<file path="src/rtl/sync_updown_counter.sv">
// sync_updown_counter: synchronous up/down modulo counter with load, clear, wrap/saturate and boundary event pulses
module sync_updown_counter #(
  parameter int                WIDTH    = 4,
  parameter longint unsigned   MAX      = (64'd1 << WIDTH) - 64'd1,
  parameter bit                SATURATE = 1'b0
) (
  input  logic             i_clk,
  input  logic             i_rst,
  input  logic             i_en,
  input  logic             i_up,
  input  logic             i_clear,
  input  logic             i_load,
  input  logic [WIDTH-1:0] i_din,
  output logic [WIDTH-1:0] o_cnt,
  output logic [WIDTH-1:0] o_cnt_bar,
  output logic             o_tc,
  output logic             o_ovf,
  output logic             o_udf
);
  if (WIDTH < 1 || WIDTH > 32 || MAX < 64'd1 || MAX > ((64'd1 << WIDTH) - 64'd1)) begin : g_bad_param
    $fatal(1, "sync_updown_counter: illegal WIDTH/MAX");
  end
  localparam logic [WIDTH-1:0] MAXV = WIDTH'(MAX);
  logic [WIDTH-1:0] r_cnt;
  logic             r_ovf;
  logic             r_udf;
  logic             w_at_max;
  logic             w_at_zero;
  logic [WIDTH-1:0] w_next;
  logic             w_ovf_next;
  logic             w_udf_next;
  assign w_at_max  = r_cnt == MAXV;
  assign w_at_zero = r_cnt == '0;
  // next count and event flags, priority clear > load > step > hold
  always_comb begin
    w_next     = r_cnt;
    w_ovf_next = 1'b0;
    w_udf_next = 1'b0;
    if (i_clear) w_next = '0;
    else if (i_load) w_next = (i_din > MAXV) ? MAXV : i_din;
    else if (i_en && i_up) begin
      w_next     = w_at_max ? (SATURATE ? MAXV : '0) : r_cnt + WIDTH'(1);
      w_ovf_next = w_at_max;
    end else if (i_en) begin
      w_next     = w_at_zero ? (SATURATE ? '0 : MAXV) : r_cnt - WIDTH'(1);
      w_udf_next = w_at_zero;
    end
  end
  // state register with synchronous active-low reset
  always_ff @(posedge i_clk) begin
    if (!i_rst) begin
      r_cnt <= '0;
      r_ovf <= 1'b0;
      r_udf <= 1'b0;
    end else begin
      r_cnt <= w_next;
      r_ovf <= w_ovf_next;
      r_udf <= w_udf_next;
    end
  end
  assign o_cnt     = r_cnt;
  assign o_cnt_bar = ~r_cnt;
  assign o_tc      = i_en & (i_up ? w_at_max : w_at_zero);
  assign o_ovf     = r_ovf;
  assign o_udf     = r_udf;
endmodule

</file>
<file path="config.mk">
export PLATFORM = sky130hd
export DESIGN_NAME = sync_updown_counter
export DESIGN_NICKNAME = d
export VERILOG_FILES = /design/src/rtl/sync_updown_counter.sv
export SDC_FILE = /design/constraint.sdc
export NUM_CORES = 1
export LEC_CHECK = 0
export ABC_AREA = 1
export ABC_CLOCK_PERIOD_IN_PS = 2300
export CAP_MARGIN = 20
export CORE_AREA = 2 2 39 41
export CTS_CLUSTER_DIAMETER = 100
export CTS_CLUSTER_SIZE = 40
export DETAILED_ROUTE_END_ITERATION = 7
export DIE_AREA = 0 0 41 43
export PLACE_DENSITY_LB_ADDON = 0.12
export SYNTH_ARGS = -nofsm -noshare
export SYNTH_HDL_FRONTEND = slang
export SYNTH_SLANG_ARGS = --single-unit
</file>
<file path="constraint.sdc">
create_clock -name i_clk -period 2.3 [get_ports i_clk]
set_input_delay 0.46 -clock i_clk [delete_from_list [all_inputs] [get_ports i_clk]]
set_output_delay 0.46 -clock i_clk [all_outputs]
set_load 0.03 [all_outputs]
</file>
# [Word level (Yosys, flattened, before mapping)]
# Index checks and enable logic that the tools add are counted.
[word_totals] ff_bits=6 out_inout_bits=11 word_cells=25
[op_classes] n_lt_le_gt_ge=1 add_sub_neg=2 reduce_logical=6 n_mux=7 n_eq_ne=1 bitwise=5
[op_table] operator="two-way mux 4 bit" count=6
[op_table] operator="OR reduction 5 bit" count=1
[op_table] operator="adder 4 x 1 -> 4 bit, second input constant" count=1
[op_table] operator="equality test 4 bit, second input constant" count=1
[op_table] operator="greater-than comparator 4 bit, second input constant" count=1
[op_table] operator="zero test 4 bit" count=1
[op_table] operator="inverter 4 bit" count=1
[op_table] operator="OR reduction 4 bit" count=1
[op_table] operator="subtractor 4 x 1 -> 4 bit, second input constant" count=1
[op_table] operator="inverter 1 bit" count=3
[op_table] operator="nonzero test 3 bit" count=1
[op_table] operator="OR reduction 2 bit" count=1
[op_table] operator="AND 1 bit" count=1
[op_table] operator="logical AND 1 bit" count=1
[op_table] operator="two-way mux 1 bit" count=1

# [Depth between registers and ports, before layout]
[logic_depth] depth_word=5 mapped_depth=9

# [Worst setup path after synthesis]
# OpenSTA, ideal clock, no wires.
[synth_path] path_type="reg2out" from="register r_cnt[1] (netlist: o_cnt[1])" to="output o_tc" setup_slack_ns=0.334 required_ns=1.840 path_buffers=0 t_arrival_ns=1.506 path_stages_with_launch=7 cell_sequence="dfxtp_1 > inv_1 > ha_1 > nand2_2 > nor2_2 > nand3_1 > nand2_1"
[synth_between] elab_chain_cells=3 word_cells_on_any_way=4 classes_between="eq/ne: 1; mux: 1; bitwise: 1; reduce/logical: 1"
[synth_rtl] item="start, declared" line_no="24" rtl="logic [WIDTH-1:0] r_cnt;"
[synth_rtl] item="start signal, assigned" line_no="56" rtl="r_cnt <= w_next;"
[synth_rtl] item="equality test 4 bit or zero test 4 bit (tied branches)" line_no="32, 33"
[synth_rtl] item="two-way mux 1 bit (*)" line_no="63" rtl="assign o_tc = i_en & (i_up ? w_at_max : w_at_zero);"
[synth_rtl] item="AND 1 bit (*)" line_no="63"
[synth_rtl] item="end, declared" line_no="16" rtl="output logic o_tc,"
# Every way passes the cells marked *; elsewhere a longest branch is shown, timed or not.

# [Worst setup path in the final report]
[layout_path] from="input i_en" to="output o_tc"
[layout_between] elab_chain_cells=1
[layout_rtl] item="start, declared" line_no="9" rtl="input logic i_en,"
[layout_rtl] item="AND 1 bit" line_no="63"
# No other way between the ends.

==> out/results.tsv <==
stage	metric	value	unit
synth	Compound-Gate Fraction of Synth Area	0.0798	
floorplanning	Starting Density	0.340	
synth	simple-gate share of the synthesized area	0.471	
worst_setup_path	CP max FO	4	
routing	final wirelength	1.15	mm
grt	antenna violations before repair	0	
synth	number of synthesized register bits	6	
routing	drt pass-1 iters	4	
floorplanning	row count	14	
layout	multi-input combinational cell area	284	sq um
synth	Synth Warn #	0	
synth	syn_nets	91	
sta	RSZ-0062 raised after global routing	no	
synth	xor/xnor share of the synthesized area	0	
routing	via count	555	
place	HPWL after detailed placement	945	um
sta	period utilisation layout	0.865	
clock_network	total CTS buffers	3	
layout	area grow syn2layout	50.3	%
layout	Final #Nets	116	
job	Max-Cap Viols	0	
layout	register area	120	sq um
worst_setup_path	Critical Path AT	1530	ps
layout	most frequent cells in the layout	32 x nand2_1, 19 x clkdlybuf4s50_1, 11 x inv_1	
synth	count of cell types in the netlist	20	
place	port bufs	20	
floorplanning	Die Wd	41	um
power_and_ir_drop	internal power	0.212	mW
power_and_ir_drop	Max rail drop VDD	0.000206	V
worst_setup_path	data required time of the critical path	1840	ps
synth	cell count after synthesis	79	
grt	first-pass GRT wire length	1.87	mm
sta	Setup TNS	0	ps
worst_setup_path	Setup CP Type	in -> out	
power_and_ir_drop	switching share of power	0.317	
outcome	status	finished clean	
clock_network	total clock sinks	6	
clock_network	Post CTS Setup Buffer Count	0	
power_and_ir_drop	PwrDens	440	nW/um^2
grt	gr ovfl total	0	
sta	final worst path period need	1990	ps
sta	final setup vio count	0	
place	worst slack at placement	304	ps
floorplanning	Core ar.	1380	sq um
routing	routed length per instance	9.73	um
power_and_ir_drop	clock share of power	0.304	
synth	Avg Cell Area, Syn	5.96	sq um
layout	most common cell after layout, fill and taps aside	nand2_1	
layout	Filler cells	159	
routing	Vias/cell	4.70	
sta	Final Max Tran Viols	0	
synth	largest family of logic cells by synthesized area	simple AND/OR/NAND/NOR gates	
floorplanning	die footprint	1760	sq um
routing	Final ANT Viol Nets	0	
clock_network	H-tree levels	1	
layout	Post-Layout Cell Count	118	
clock_network	Clock Path Buffers	2	
worst_setup_path	Setup crit end kind	output port	
sta	clk_skew	7.37	ps
grt	vias in the first global route	487	
sta	Final WS setup	311	ps
sta	Hold Vio Cnt, Final	0	
sta	Rel. slew slack	0.791	
clock_network	root buffer cell	clkbuf_4	
clock_network	Post-CTS Hold Buffers	0	
power_and_ir_drop	sequential fraction of design power	0.370	
floorplanning	I/O Pins	21	
floorplanning	Die Ht	43	um
grt	largest net degree at the start of global routing	9	
synth	post-synthesis sequential area ratio	0.255	
layout	# diodes	0	
worst_setup_path	Critical Path Start Type	input pin	
place	Cells after DPL	115	
place	routability cong.	0.766	
synth	area share of fa/ha/maj cells after synthesis	0.0532	
sta	Slew @ Worst Pin	313	ps
clock_network	CTS tree	built	
routing	DRT iter0 DRCs	9	
power_and_ir_drop	net switching power	0.0986	mW
clock_network	post-cts sizing count	0	
clock_network	Clk Latency, worst-skew pair	240	ps
synth	mapped cell area	470	sq um
sta	f_max	503	MHz
clock_network	clk slew on worst S/H paths	50	ps
min_path	Worst Hold Class	reg -> reg	
routing	Residual DRC	0	
grt	GR Util All Layers	0.153	
power_and_ir_drop	Lkg Pwr	0.347	nW
layout	share of layout cells above drive strength 1	0.157	
synth	mux share of post-synthesis cell area	0	
power_and_ir_drop	Gate power share	0.326	
final timing paths:
path,from,to,slack [ps],cells past startpoint
max reg2reg,o_cnt[0]$_SDFFE_PP0P_,o_cnt[1]$_SDFFE_PP0P_,890,5
min reg2reg,o_cnt[1]$_SDFFE_PP0P_,o_cnt[1]$_SDFFE_PP0P_,590,2
min,o_cnt[1]$_SDFFE_PP0P_,o_cnt[1]$_SDFFE_PP0P_,590,2
max,i_en,o_tc,310,6
Yosys cell counts:
cell type | number | area, sq um
a21oi_1 | 1 | 5.00
nand4_1 | 2 | 12.5
a31oi_1 | 1 | 6.26
nand2_1 | 32 | 120
nor2_1 | 3 | 11.3
inv_1 | 11 | 41.3
or2_2 | 1 | 6.26
a22oi_1 | 1 | 7.51
nand3_2 | 1 | 10.0
inv_2 | 2 | 7.51
buf_6 | 1 | 11.3
nor3_1 | 1 | 5.00
o21ai_0 | 2 | 10.0
nor2_2 | 3 | 18.8
ha_1 | 2 | 25.0
a21oi_2 | 1 | 8.76
nand2_2 | 2 | 12.5
dfxtp_1 | 6 | 120
nand3_1 | 5 | 25.0
inv_4 | 1 | 6.26
flip-flops by register name (all words and copies together), names as in the netlist:
| name | count |
|---|---|
| o_udf | 1 |
| o_ovf | 1 |
| o_cnt | 4 |
cell type report:
| cell class | count | area share |
|---|---|---|
| clock buffers | 3 | 0.0319 |
| inverters | 14 | 0.0779 |
| multi-input cells | 58 | 0.402 |
| flip-flops and latches | 6 | 0.170 |
| well taps | 16 | 0.0283 |
| repair buffers | 21 | 0.290 |
worst max-delay path: stages:
cell,delay (ps)
clkdlybuf4s50_1,550
nand2_2,100
inv_2,70
nand4_1,100
nand2_1,100
buf_4,150
kinds of logic (layout without fill, tap and decap cells):
| logic type | after synthesis | count (layout) |
|---|---|---|
| DFF | 6 | 6 |
| adders and majority gates | 2 | 2 |
| AOI/OAI and AO/OA | 6 | 6 |
| and+or+nand+nor | 50 | 50 |
| buffers and inverters | 15 | 38 |
power groups by stage:
stage | registers [mW] | logic (mW) | clock network [mW]
5_1_grt | 0.115 | 0.111 | 0.107
2_1_floorplan | 0.123 | 0.0531 | 0
6_report | 0.115 | 0.101 | 0.0947
3_3_place_gp | 0.117 | 0.101 | 0
3_5_place_dp | 0.117 | 0.101 | 0
4_1_cts | 0.115 | 0.102 | 0.0997
metrics by stage:
stage	hold slack, ps	power [mW]	util	instance area, sq um
final	586	0.311	0.511	707
after global placement	586	0.218	0.495	684
after CTS	589	0.316	0.511	707
after global routing	612	0.333	0.511	707
after detailed placement	579	0.218	0.495	684
after floorplan	615	0.176	-	470
layer usage:
layer / global-route usage / vias up / routed length (um)
li1: - / 290 / -
met1: 0.174 / 240 / 518
met2: 0.250 / 25 / 554
met3: 0.0628 / 0 / 75
met4: 0.0400 / 0 / 0
met5: 0 / - / 0
Note: power is estimated with default switching activity, not from simulation.
